$ cat config.mk
export PLATFORM = sky130hd
export DESIGN_NAME = fifo_burst_rd_ctrl
export DESIGN_NICKNAME = d
export VERILOG_FILES = /design/src/rtl/fifo_burst_rd_ctrl.sv
export SDC_FILE = /design/constraint.sdc
export NUM_CORES = 1
export LEC_CHECK = 0
export CORE_ASPECT_RATIO = 1.1
export CORE_MARGIN = 2
export CORE_UTILIZATION = 50
export CTS_BUF_LIST = sky130_fd_sc_hd__clkbuf_16
export DETAILED_ROUTE_END_ITERATION = 8
export DONT_BUFFER_PORTS = 1
export GPL_TIMING_DRIVEN = 0
export RECOVER_POWER = 100
export SYNTH_ARGS = -nofsm -noshare
export SYNTH_HDL_FRONTEND = slang
export SYNTH_SLANG_ARGS = --single-unit
$ cat constraint.sdc
create_clock -name clk -period 4.8 [get_ports clk]
set_clock_uncertainty 0.15 [all_clocks]
set_input_delay 0.48 -clock clk [delete_from_list [all_inputs] [get_ports clk]]
set_output_delay 0.48 -clock clk [all_outputs]
set_load 0.05 [all_outputs]
$ cat src/rtl/fifo_burst_rd_ctrl.sv
// Burst read controller: waits for a full burst in the frame FIFO, issues a DDR
// write command, then drains BURST_LEN words through a 2-entry skid buffer.
module fifo_burst_rd_ctrl #(
  parameter int                    DATA_WIDTH  = 16,
  parameter int                    LEVEL_WIDTH = 15,
  parameter int                    ADDR_WIDTH  = 28,
  parameter int                    BURST_LEN   = 64,
  parameter logic [ADDR_WIDTH-1:0] BASE_ADDR   = '0,
  parameter logic [ADDR_WIDTH-1:0] FRAME_BYTES = 28'h0096000
) (
  input  logic                   clk,
  input  logic                   rst_n,
  input  logic                   frame_start,
  output logic                   fifo_rd_en,
  input  logic [DATA_WIDTH-1:0]  fifo_rd_data,
  input  logic                   fifo_rd_empty,
  input  logic [LEVEL_WIDTH-1:0] fifo_rd_water_level,
  output logic                   cmd_valid,
  input  logic                   cmd_ready,
  output logic [ADDR_WIDTH-1:0]  cmd_addr,
  output logic [7:0]             cmd_len,
  output logic [DATA_WIDTH-1:0]  wr_data,
  output logic                   wr_valid,
  input  logic                   wr_ready,
  output logic                   wr_last,
  output logic                   busy
);

  localparam int CW          = 9;
  localparam int BURST_BYTES = BURST_LEN * DATA_WIDTH / 8;
  localparam logic [LEVEL_WIDTH-1:0] LVL_BURST = LEVEL_WIDTH'(BURST_LEN);
  localparam logic [ADDR_WIDTH:0]    FRAME_END = {1'b0, BASE_ADDR} + {1'b0, FRAME_BYTES};
  localparam logic [ADDR_WIDTH:0]    ADDR_STEP = (ADDR_WIDTH+1)'(BURST_BYTES);

  typedef enum logic [1:0] {IDLE, CMD, DATA} state_t;

  state_t                         state, state_nxt;
  logic [ADDR_WIDTH-1:0]          addr;
  logic [ADDR_WIDTH:0]            addr_sum;
  logic [CW-1:0]                  rd_cnt, tx_cnt;
  logic [1:0][DATA_WIDTH-1:0]     skid;
  logic [1:0]                     buf_cnt;
  logic [2:0]                     occ;
  logic                           inflight, pending;
  logic                           push, pop, cmd_hs, last_hs, restart;

  assign push     = inflight;
  assign wr_valid = buf_cnt != 2'd0;
  assign pop      = wr_valid & wr_ready;
  assign wr_data  = skid[0];
  assign wr_last  = wr_valid & (tx_cnt == CW'(BURST_LEN - 1));
  assign last_hs  = pop & wr_last;
  assign cmd_hs   = cmd_valid & cmd_ready;
  assign cmd_addr = addr;
  assign cmd_len  = 8'(BURST_LEN - 1);
  assign restart  = frame_start | pending;
  assign addr_sum = {1'b0, addr} + ADDR_STEP;

  // Occupancy after this cycle's pop; counting the pop keeps one beat per cycle
  // while still guaranteeing the returning word always has a free slot.
  assign occ = {1'b0, buf_cnt} - {2'b0, pop} + {2'b0, inflight};

  always_ff @(posedge clk or negedge rst_n) begin
    if (!rst_n) state <= IDLE;
    else        state <= state_nxt;
  end

  always_comb begin
    state_nxt = state;
    case (state)
      IDLE:    if (!restart && fifo_rd_water_level >= LVL_BURST) state_nxt = CMD;
      CMD:     if (cmd_ready) state_nxt = DATA;
      DATA:    if (last_hs) state_nxt = IDLE;
      default: state_nxt = IDLE;
    endcase
  end

  always_comb begin
    cmd_valid  = 1'b0;
    busy       = 1'b0;
    fifo_rd_en = 1'b0;
    case (state)
      CMD: begin
        cmd_valid = 1'b1;
        busy      = 1'b1;
      end
      DATA: begin
        busy       = 1'b1;
        fifo_rd_en = (rd_cnt < CW'(BURST_LEN)) & ~fifo_rd_empty & (occ < 3'd2);
      end
      default: ;
    endcase
  end

  always_ff @(posedge clk or negedge rst_n) begin
    if (!rst_n) begin
      inflight <= 1'b0;
      buf_cnt  <= '0;
      skid     <= '0;
    end else begin
      inflight <= fifo_rd_en;
      if (push && !pop) begin
        skid[buf_cnt[0]] <= fifo_rd_data;
        buf_cnt          <= buf_cnt + 2'd1;
      end else if (pop && !push) begin
        skid[0] <= skid[1];
        buf_cnt <= buf_cnt - 2'd1;
      end else if (push && pop) begin
        if (buf_cnt == 2'd1) begin
          skid[0] <= fifo_rd_data;
        end else begin
          skid[0] <= skid[1];
          skid[1] <= fifo_rd_data;
        end
      end
    end
  end

  always_ff @(posedge clk or negedge rst_n) begin
    if (!rst_n) begin
      rd_cnt <= '0;
      tx_cnt <= '0;
    end else if (cmd_hs) begin
      rd_cnt <= '0;
      tx_cnt <= '0;
    end else begin
      if (fifo_rd_en) rd_cnt <= rd_cnt + CW'(1);
      if (pop)        tx_cnt <= tx_cnt + CW'(1);
    end
  end

  // A frame_start seen mid-burst is deferred so the burst in flight keeps its address.
  always_ff @(posedge clk or negedge rst_n) begin
    if (!rst_n) begin
      addr    <= BASE_ADDR;
      pending <= 1'b0;
    end else if (state == IDLE && restart) begin
      addr    <= BASE_ADDR;
      pending <= 1'b0;
    end else begin
      if (frame_start) pending <= 1'b1;
      if (last_hs)     addr    <= (addr_sum >= FRAME_END) ? BASE_ADDR : addr_sum[ADDR_WIDTH-1:0];
    end
  end

endmodule

==> summary.md, run 1 <==
• **transition time at the pin with the least slew margin** 1.903 ns
• **mean routed wirelength per cell** 15.37 um
• **RePlAce Congestion** 0.8998
• **fraction of layout cells with a size suffix above 1** 13.39%
• **peak per-stage delay on the critical path** 0.47 ns
• **Post-Route Setup TNS** 0 ns
• **final critical-path required period** 4.136 ns
• **Antenna Diode Count** 0
• **worst hold path class** input port to flip-flop
• **dpl cell area** 0.004417 mm2
• **clock latency at the later pin of the worst-skew pair** 0.33 ns
• **# setup viols final** 0
• **IO buf count** 0
• **Lkg Pwr** 2.116 nW
• **post-synth top area share** 45.97%
• **Final ANT Viol Nets** 0
• **first-pass GRT wire length** 14680 um
• **number of register bits inferred by synthesis** 77
• **post-route fraction of the period consumed by the critical path** 86.17%
• **maximum net fanout on the critical path** 8
• **deepest level of the CTS H-tree** 3
• **DIE AREA** 0.009133 mm2
• **fraction of synthesis flops using an asynchronous set or reset pin** 100.0%
• **largest vdd supply drop** 0.3519 mV
• **arrival time worst endpoint** 3.51 ns
• **routed via count** 3110
• **maximum number of pins on one net before global-route repair** 78
• **area used by multi-input combinational logic** 0.001926 mm2
• **violations in the final reports** capacitance limit, slew limit
• **clock edge transition at the registers on the reported setup and hold paths** 0.06 ns
• **worst path required time** 4.17 ns
• **proportion of synthesized chip area in sequential cells** 45.97%
• **RSZ-0062 raised after global routing** no
• **yosys warns** 0
• **number of placed instances with taps included** 556
• **Worst setup EP type** output port
• **worst slew margin relative to its limit** -26.89%
• **Post-synth EDFFs** 0
• **clock tree from TritonCTS** done
• **type of element launching the critical path** flip-flop
• **Row Count** 35
• **worst hold slack after final layout** 0.1300 ns
• **top library cells by usage in the layout, fill and taps aside** sky130_fd_sc_hd__dfrtp_1 (77), sky130_fd_sc_hd__nor2_1 (44), sky130_fd_sc_hd__nand2_1 (36)
• **maxcap violations** 1
• **Synth Cell Area** 0.004192 mm2
• **Fill cells** 750
• **nets@finish** 509
• **Crit Path Class** flip-flop to output port
• **DIE WIDTH** 91.30 um
• **via/cell ratio** 5.418
• **CTS hold repair buffers** 2
• **count of distinct cell types in the synthesized netlist** 54
• **commonest non-fill, non-tap cell in the layout** sky130_fd_sc_hd__dfrtp_1
• **Syn Area/Cell** 9.770 um2
• **Synth Instances** 429
• **number of non-filler instances in the completed layout** 574
• **final slew viol count** 78
• **area inside the core boundary** 0.008277 mm2
• **P&R area growth vs syn** 10.72%
• **CTS resizes** 0
• **number of antenna violations at the first check in global routing** 0
• **number of global-route vias before repair** 3049
• **maximum operating frequency** 241.8 MHz
• **count of clock tree sinks** 77
• **Post-Layout Inst Area** 0.004641 mm2
• **die span in y** 100.0 um
• **run status** finished with violations
• **slowest library cell on the worst path** sky130_fd_sc_hd__nor4b_4
• **most common flop cell mapped by yosys** sky130_fd_sc_hd__dfrtp_1
• **first drt pass iteration count** 4
• **sequential cell area** 0.001927 mm2
• **number of clock buffers inserted by TritonCTS** 9
• **total global routing overflow** 0
• **Root Driver** sky130_fd_sc_hd__clkbuf_16
• **post-CTS setup buffer count** 0
• **half-perimeter wire length after detailed placement** 6018 um
• **final WL** 8820 um
• **P per Cell Area** 577.1 mW/mm2
• **starting density of the core** 50.64%
• **buffer levels on the longest clock path** 2
• **detailed-route DRC error count** 0
• **most area-consuming cells after synthesis** sky130_fd_sc_hd__dfrtp_1 (46%), sky130_fd_sc_hd__buf_4 (6.1%), sky130_fd_sc_hd__mux2_2 (4.8%), sky130_fd_sc_hd__nor2_1 (3.9%), sky130_fd_sc_hd__ha_1 (3.9%)
• **Initial DRC Count** 103
• **aggregate global-route resource usage** 20.26%
• **number of top-level pins** 94
• **CP cell instances** inv_1, ha_1, nor2b_1, clkbuf_1, inv_1, ha_1, and2_0, fa_1, xnor2_1, nor4b_4, buf_6
• **post-synthesis cell type with the largest combined area** sky130_fd_sc_hd__dfrtp_1
• **final number of hold-violating endpoints** 0
[final timing paths]
check | start | to | cells after the start | slack (ns)
setup reg to reg | buf_cnt[0] | cmd_addr[13] | 11 | 0.96
hold reg to reg | rd_cnt[8] | rd_cnt[8] | 1 | 0.34
max in group asynchronous | rst_n | cmd_addr[8] | 2 | 2.24
min in group asynchronous | rst_n | tx_cnt[1] | 2 | 1.16
hold / removal | frame_start | pending | 2 | 0.13
setup / recovery | buf_cnt[0] | fifo_rd_en | 11 | 0.66
[worst max-delay path, delay by kind of cell, from the launching register on]
family | cells | cell delay [ns]
adders and majority gates | 3 | 1.01
and+or+nand+nor | 3 | 0.78
buffers and inverters | 4 | 0.75
DFF | 1 | 0.46
xor gates and xnor gates | 1 | 0.17
[through the flow]
stage	utilization (%)	total power, mW	setup WS [ns]
6_report	56.07	2.678	0.6640
5_1_grt	56.07	2.848	0.3613
4_1_cts	57.52	2.778	0.6288
3_5_place_dp	53.36	2.060	0.9943
3_3_place_gp	52.91	2.015	0.1004
2_1_floorplan	-	1.876	0.5335
[metal layers]
metal	global-route usage [%]	vias to the layer above	share of wire, %
li1	-	1532	-
met2	33.85	69	50
met3	6.156	11	5.8
met4	6.993	0	1.5
met1	25.16	1498	43
met5	0	-	0
[layout make-up]
class                      count  share of cell area [%]
tap                          111                   2.993
buffer                        50                   5.527
clock buffer                   9                   4.853
sequential                    77                   41.52
clock inverter                 7                   1.752
multi-input combinational    301                   41.49
timing repair buffer           5                  0.7280
inverter                      14                   1.132
[cells in the mapped netlist, types with 4 or more instances]
cell,count
sky130_fd_sc_hd__nand4_1,11
sky130_fd_sc_hd__nor2_1,44
sky130_fd_sc_hd__and3_1,12
sky130_fd_sc_hd__xnor2_1,5
sky130_fd_sc_hd__clkbuf_1,13
sky130_fd_sc_hd__buf_4,34
sky130_fd_sc_hd__ha_1,13
sky130_fd_sc_hd__mux2_2,18
sky130_fd_sc_hd__a21oi_1,24
sky130_fd_sc_hd__a22oi_1,17
sky130_fd_sc_hd__or3_1,6
sky130_fd_sc_hd__inv_1,14
sky130_fd_sc_hd__nor4_1,5
sky130_fd_sc_hd__nand3b_1,4
sky130_fd_sc_hd__o21ai_0,10
sky130_fd_sc_hd__nand2_1,36
sky130_fd_sc_hd__nand3_1,20
sky130_fd_sc_hd__dfrtp_1,77
sky130_fd_sc_hd__nor3_1,7
sky130_fd_sc_hd__xor2_1,9
[where the power goes]
group	switching, mW	internal, mW	total, mW
clock	0.282	0.410	0.692
combinational	0.733	0.313	1.05
sequential	0.108	0.831	0.939
total	1.12	1.55	2.68
[cells by family after synthesis]
group	share of synthesized area, %
AO/OA/AOI/OAI	10.69
XOR/XNOR	2.925
adder cells (fa/ha/maj)	4.358
buffers and inverters	9.164
flip-flops	45.97
multiplexers	5.313
other	0.1792
AND/OR/NAND/NOR	21.40
[registers in the layout, indices dropped and copies added (netlist names)]
| signal | flops |
|---|---|
| wr_data | 16 |
| cmd_addr | 21 |
| rd_cnt | 9 |
| state | 2 |
| tx_cnt | 9 |
| skid | 16 |
| pending | 1 |
| inflight | 1 |
| buf_cnt | 2 |
Note: power is estimated with default switching activity, not from simulation.
==> run 2: changes to the inputs <==
--- a/config.mk
+++ b/config.mk
@@ -12,4 +12,5 @@
 export DETAILED_ROUTE_END_ITERATION = 8
-export DONT_BUFFER_PORTS = 1
 export GPL_TIMING_DRIVEN = 0
+export HOLD_SLACK_MARGIN = 0.12
+export PLACE_DENSITY = 0.79
 export RECOVER_POWER = 100
==> constraint.sdc (replaced) <==
create_clock -name clk -period 4.8 [get_ports clk]
set_clock_uncertainty 0.15 [all_clocks]
set_input_delay 0.96 -clock clk [delete_from_list [all_inputs] [get_ports clk]]
set_output_delay 0.96 -clock clk [all_outputs]
set_load 0.05 [all_outputs]
==> run 2 against run 1 <==
  * Critical endpoint unchanged
  * Global-route usage grew 0.99 points
  * Largest cell class unchanged
  * Flip-flop and latch count is the same
  * Highest routed layer unchanged
  * Maximum frequency shrank 11%
  * Cell area grew 16%
  * First-iteration DRC count grew 79%
  * Sequential power grew 0.7%
  * Final cell count grew 12%
  * The flow now finishes without violations
  * Critical path depth shrank 1
==> summary.md, run 2 (synthesis results as in run 1) <==
• **run status** finished, final reports clean
• **area inside the core boundary** 0.008277 mm2, unchanged
• **Sw Ratio** 40.00%, -2.0 points
• **part of the power in the clock network** 23.6%, -2.3 points
• **aggregate global-route resource usage** 21.26%, +0.99 points
• **number of antenna violations at the first check in global routing** 0, unchanged
• **Final ANT Viol Nets** 0, unchanged
• **top library cells by usage in the layout, fill and taps aside** sky130_fd_sc_hd__dfrtp_1 (77), sky130_fd_sc_hd__nor2_1 (44), sky130_fd_sc_hd__dlygate4sd3_1 (43)
• **worst hold path class** flip-flop to flip-flop
• **Seq pwr share** 32.7%, -2.4 points
• **RePlAce Congestion** 0.9124, +1.4%
• **buffer levels on the longest clock path** 2, unchanged
• **number of placed instances with taps included** 626, +13%
• **largest vdd supply drop** 0.4992 mV, +42%
• **portion of total power attributed to combinational logic** 43.7%, +4.6 points
• **mean routed wirelength per cell** 14.54 um, -5.4%
• **count of clock tree sinks** 77, unchanged
• **IO buf count** 72, +72
• **flop-to-flop setup slack** 0.83 ns, -0.13 ns
• **number of top-level pins** 94, unchanged
• **post-route fraction of the period consumed by the critical path** 97.23%, +11 points
• **maximum number of pins on one net before global-route repair** 57, -27%
• **Critical Path Start** wr_ready
• **DIE WIDTH** 91.30 um, unchanged
• **clock latency at the later pin of the worst-skew pair** 0.33 ns, about the same
• **worst slew margin relative to its limit** 10.31%, +37 points
• **worst slack after detailed placement** -0.9345 ns, -1.929 ns
• **DIE AREA** 0.009133 mm2, unchanged
• **Lkg Pwr** 2.532 nW, +20%
• **depth of the most critical reg-to-reg path** 15, +4
• **number of global-route vias before repair** 3440, +13%
• **fraction of layout cells with a size suffix above 1** 14.82%, +1.4 points
• **# setup viols final** 0, unchanged
• **Initial DRC Count** 184, +79%
• **routed via count** 3472, +12%
• **deepest level of the CTS H-tree** 3, unchanged
• **Row Count** 35, unchanged
• **Antenna Diode Count** 0, unchanged
• **maxcap violations** 0, -1
• **transition time at the pin with the least slew margin** 1.345 ns, -0.5580 ns
• **Root Driver** sky130_fd_sc_hd__clkbuf_16
• **half-perimeter wire length after detailed placement** 6786 um, +13%
• **type of element launching the critical path** input port
• **clock tree from TritonCTS** done
• **final critical-path required period** 4.667 ns, +0.5310 ns
• **arrival time worst endpoint** 3.56 ns, +0.05 ns
• **RR Startpoint** buf_cnt[0]
• **worst path required time** 3.69 ns, -0.48 ns
• **maximum operating frequency** 214.3 MHz, -11%
• **end point of the critical path** fifo_rd_en
• **final slew viol count** 0, -100%
• **RSZ-0062 raised after global routing** no
• **Crit Path Class** input port to output port
• **die span in y** 100.0 um, unchanged
• **sw power** 1.156 mW, +2.9%
• **starting density of the core** 50.64%, unchanged
• **final critical-path setup slack** 0.1330 ns, -0.5310 ns
• **detailed-route DRC error count** 0, unchanged
• **number of clock buffers inserted by TritonCTS** 9, unchanged
• **maximum net fanout on the critical path** 8, unchanged
• **number of non-filler instances in the completed layout** 644, +12%
• **via/cell ratio** 5.391, -0.49%
• **commonest non-fill, non-tap cell in the layout** sky130_fd_sc_hd__dfrtp_1
• **final number of hold-violating endpoints** 0, unchanged
• **final WL** 9364 um, +6.2%
• **first drt pass iteration count** 4, unchanged
• **P&R area growth vs syn** 28.81%
• **Largest register FFs** 21, unchanged
• **nets@finish** 579, +14%
• **worst hold slack after final layout** 0.3492 ns, +0.2192 ns
• **total global routing overflow** 0, unchanged
• **number of cells on the worst hold path** 1, -1
• **Post-Layout Inst Area** 0.005399 mm2, +16%
• **worst reg2reg endpoint** rd_cnt[4]
• **first-pass GRT wire length** 15800 um, +7.7%
• **clock edge transition at the registers on the reported setup and hold paths** 0.06 ns, about the same
• **Worst setup EP type** output port
• **Power Internal** 1.735 mW, +12%
• **dpl cell area** 0.005134 mm2, +16%
• **Post-Route Utilization** 65.23%, +9.2 points
• **P per Cell Area** 535.5 mW/mm2, -7.2%
• **CTS hold repair buffers** 0, -2
[run 2: cell types whose count changed in the layout (fill, tap and decap cells not counted), sizes merged]
cell	previous run	this run
clkdlybuf4s50	0	27
inv	17	16
clkbuf	42	28
buf	21	36
dlygate4sd3	1	43
clkinv	2	3
[run 2: worst max-delay path, stage by stage]
cell and delay, ns:
sky130_fd_sc_hd__clkdlybuf4s50_1 0.49, sky130_fd_sc_hd__nor2b_1 0.16, sky130_fd_sc_hd__clkbuf_4 0.21, sky130_fd_sc_hd__inv_1 0.08
sky130_fd_sc_hd__ha_1 0.33, sky130_fd_sc_hd__and2_1 0.19, sky130_fd_sc_hd__fa_1 0.40, sky130_fd_sc_hd__xnor2_1 0.18
sky130_fd_sc_hd__nor4b_4 0.35, sky130_fd_sc_hd__buf_6 0.21
[run 2: power groups by stage]
stage | logic, mW | registers [mW] | clock network (mW)
finish | 1.26 | 0.946 | 0.683
global route | 1.36 | 0.971 | 0.730
CTS | 1.30 | 0.943 | 0.704
detailed placement | 1.29 | 0.953 | 0
global placement | 1.26 | 0.942 | 0
floorplan | 0.966 | 0.923 | 0
[run 2: how the worst min path moves through the flow]
stage	from	to	slack, ns
global placement	pending	pending	0.33
detailed placement	rd_cnt[8]	rd_cnt[8]	0.34
global route	skid[26]	skid[26]	0.37
floorplan	rd_cnt[6]	rd_cnt[6]	0.30
CTS	rd_cnt[8]	rd_cnt[8]	0.35
finish	rd_cnt[8]	rd_cnt[8]	0.35
[run 2: through the flow]
stage	TNS, ns	total power, mW
after floorplan	0	1.889
after global placement	-2.070	2.202
after detailed placement	-0.9345	2.247
after CTS	0	2.950
after global routing	0	3.061
final	0	2.891
[run 2: routing by layer]
metal  share of wire, %  GRT usage, %  vias to the layer above
met1                 43         26.02                     1686
met4                2.3         10.37                        0
li1                   -             -                     1672
met3                4.0         3.378                       19
met5                  0             0                        -
met2                 51         36.81                       95
[run 2: timing repair]
action / CTS / global route
endpoints found under the setup margin: 1 / 1
cloned: 0 / 0
pin swaps: 1 / 1
resized for setup: 6 / 5
buffers inserted: 1 / 1
endpoints found under the hold margin: 0 / 0
[run 2: layout make-up]
cell class	instances	area, um2
Fill cell	659	2878
Tap cell	111	138.9
Sequential cell	77	1927
Clock buffer	9	225.2
Timing Repair Buffer	75	732.0
Clock inverter	7	83.83
Inverter	14	52.55
Multi-Input combinational cell	301	1919
Buffer	50	320.3
==> run 3: changes to the inputs <==
SETUP_SLACK_MARGIN = 0.4   (was unset)
==> run 3 against run 2 <==
  * The flow now finishes with violations (capacitance limit, slew limit)
  * Sequential share of layout area is essentially flat
  * Maximum frequency grew 4.8%
  * Total power shrank 0.57%
  * Count of clock-buffer cells in the layout is the same
  * Critical path depth is the same
  * Utilization shrank 0.060 points
  * Via count shrank 0.95%
  * Critical path type unchanged
  * Largest cell class unchanged
==> summary.md, run 3 (synthesis results as in run 1) <==
• **run status** finished with violations
• **violations in the final reports** capacitance limit, slew limit
• **clock latency at the later pin of the worst-skew pair** 0.33 ns, about the same
• **number of global-route vias before repair** 3346, -2.7%
• **deepest level of the CTS H-tree** 3, unchanged
• **Row Count** 35, unchanged
• **routed via count** 3439, -0.95%
• **largest vdd supply drop** 0.4285 mV, -14%
• **Final ANT Viol Nets** 0, unchanged
• **fraction of layout cells with a size suffix above 1** 14.47%, -0.35 points
• **mean routed wirelength per cell** 14.47 um, -0.49%
• **top library cells by usage in the layout, fill and taps aside** sky130_fd_sc_hd__dfrtp_1 (77), sky130_fd_sc_hd__nor2_1 (44), sky130_fd_sc_hd__dlygate4sd3_1 (43)
• **type of element launching the critical path** input port
• **worst hold slack after final layout** 0.3534 ns, +0.004182 ns
• **overall power** 2.875 mW, -0.57%
• **count of clock tree sinks** 77, unchanged
• **Root Driver** sky130_fd_sc_hd__clkbuf_16
• **# setup viols final** 0, unchanged
• **DIE AREA** 0.009133 mm2, unchanged
• **worst slack after detailed placement** -0.8922 ns, +0.04228 ns
• **Antenna Diode Count** 0, unchanged
• **number of clock buffers inserted by TritonCTS** 9, unchanged
• **flop-to-flop setup slack** 0.97 ns, +0.14 ns
• **number of antenna violations at the first check in global routing** 0, unchanged
• **RSZ-0062 raised after global routing** no
• **maxcap violations** 1, +1
• **starting density of the core** 50.64%, unchanged
• **maximum operating frequency** 224.6 MHz, +4.8%
• **detailed-route DRC error count** 0, unchanged
• **nets@finish** 578, -0.17%
• **total global routing overflow** 0, unchanged
• **final critical-path setup slack** 0.3480 ns, +0.2151 ns
• **clock tree from TritonCTS** done
• **Initial DRC Count** 206, +12%
• **clock edge transition at the registers on the reported setup and hold paths** 0.06 ns, about the same
• **worst path required time** 3.69 ns, about the same
• **via/cell ratio** 5.348, -0.80%
• **Post-Route Utilization** 65.17%, about the same
• **worst reg2reg endpoint** rd_cnt[4]
• **maximum number of pins on one net before global-route repair** 43, -25%
• **IO buf count** 72, unchanged
• **half-perimeter wire length after detailed placement** 6562 um, -3.3%
• **DIE WIDTH** 91.30 um, unchanged
• **first-pass GRT wire length** 15630 um, -1.1%
• **P per Cell Area** 533.0 mW/mm2, -0.48%
• **first drt pass iteration count** 4, unchanged
• **slowest library cell on the worst path** sky130_fd_sc_hd__fa_1
• **Hold Path End** rd_cnt[7]
• **P&R area growth vs syn** 28.69%, about the same
• **CP cell instances** dlygate4sd2_1, nor2b_1, clkbuf_8, inv_1, ha_1, and2_0, fa_1, xnor2_1, nor4b_4, buf_6
• **Largest register FFs** 21, unchanged
• **commonest non-fill, non-tap cell in the layout** sky130_fd_sc_hd__dfrtp_1
• **depth of the most critical reg-to-reg path** 14, -1
• **peak per-stage delay on the critical path** 0.42 ns, -0.07 ns
• **final critical-path required period** 4.452 ns, -0.2151 ns
• **final WL** 9304 um, -0.64%
• **number of cells on the worst hold path** 1, unchanged
• **worst slew margin relative to its limit** -30.03%, -40 points
• **arrival time worst endpoint** 3.34 ns, -0.22 ns
• **kind of cell adding the most delay to the critical path** simple AND/OR/NAND/NOR gates
• **Lkg Pwr** 2.522 nW, -0.39%
• **maximum net fanout on the critical path** 8, unchanged
• **die span in y** 100.0 um, unchanged
• **area inside the core boundary** 0.008277 mm2, unchanged
• **aggregate global-route resource usage** 21.36%, +0.11 points
• **number of top-level pins** 94, unchanged
• **post-route fraction of the period consumed by the critical path** 92.75%, -4.5 points
• **launch instance of the worst min-delay path** rd_cnt[7]
• **RePlAce Congestion** 0.9183, +0.65%
• **transition time at the pin with the least slew margin** 1.950 ns, +0.6051 ns
• **worst hold path class** flip-flop to flip-flop
• **total buffers and inverters traversed by the critical path** 4, unchanged
• **final slew viol count** 36, +36
• **RR Startpoint** buf_cnt[0]
• **Worst setup EP type** output port
• **final number of hold-violating endpoints** 0, unchanged
• **buffer levels on the longest clock path** 2, unchanged
• **Crit Path Class** input port to output port
[run 3: cell count changes in the layout (fill, tap and decap cells not counted), moves of 2 or more]
cell | previous run | this run
sky130_fd_sc_hd__clkinv_2 | 0 | 2
sky130_fd_sc_hd__clkbuf_4 | 2 | 0
sky130_fd_sc_hd__clkinvlp_4 | 1 | 3
sky130_fd_sc_hd__clkinv_4 | 3 | 0
[run 3: what timing repair did]
item / 4_1_cts / 5_1_grt
resized for setup: 16 / 0
buffers inserted: 1 / 0
hold buffers: 0 / 0
setup endpoints to repair: 1 / 0
[run 3: area by class of cell]
class / instances / area (um2)
buffer: 50 / 326.6
clock buffer: 9 / 225.2
clock inverter: 7 / 66.31
fill: 642 / 2883
inverter: 14 / 52.55
multi-input combinational: 301 / 1919
sequential: 77 / 1927
tap: 111 / 138.9
timing repair buffer: 74 / 738.2
[run 3: stage by stage]
stage | instances | instance area, um2 | setup TNS [ns]
after detailed placement | 626 | 5126 | -0.8922
after global routing | 643 | 5394 | 0
after floorplan | 442 | 4249 | 0
after CTS | 643 | 5465 | 0
after global placement | 625 | 5109 | -6.916
final | 643 | 5394 | 0
[run 3: worst reg2reg max path, cell delays in order, from the launching register on]
cell and delay (ns):
sky130_fd_sc_hd__dfrtp_1 0.47, sky130_fd_sc_hd__inv_1 0.08, sky130_fd_sc_hd__ha_1 0.28, sky130_fd_sc_hd__nor2b_1 0.18, sky130_fd_sc_hd__clkbuf_8 0.19, sky130_fd_sc_hd__inv_1 0.06, sky130_fd_sc_hd__ha_1 0.33, sky130_fd_sc_hd__and2_0 0.20
sky130_fd_sc_hd__fa_1 0.42, sky130_fd_sc_hd__xnor2_1 0.18, sky130_fd_sc_hd__nor4b_4 0.36, sky130_fd_sc_hd__clkbuf_1 0.34, sky130_fd_sc_hd__and4_1 0.28, sky130_fd_sc_hd__xnor2_1 0.13, sky130_fd_sc_hd__nor2_1 0.05
[run 3: worst max-delay path by stage]
stage / cells past startpoint / from / slack (ns) / endpoint
final: 10 / wr_ready / 0.35 / fifo_rd_en
after global routing: 11 / buf_cnt[0] / 0.24 / fifo_rd_en
after CTS: 10 / wr_ready / 0.55 / fifo_rd_en
after detailed placement: 10 / wr_ready / -0.89 / fifo_rd_en
after global placement: 10 / wr_ready / -0.83 / fifo_rd_en
after floorplan: 8 / wr_ready / 0.42 / fifo_rd_en
[run 3: per-layer routing]
layer,up-vias,routed length [um],part of all wire [%],track usage (%)
met4,0,163,1.8,8.159
met5,-,0,0,0
met3,16,338,3.6,3.228
li1,1679,-,-,-
met2,88,4833,52,37.32
met1,1656,3967,43,26.97
[run 3: report_power, final]
| part | total [mW] | internal (mW) | switching (mW) |
|---|---|---|---|
| Combinational | 1.27 | 0.495 | 0.774 |
| Sequential | 0.947 | 0.832 | 0.115 |
| Clock | 0.659 | 0.398 | 0.261 |
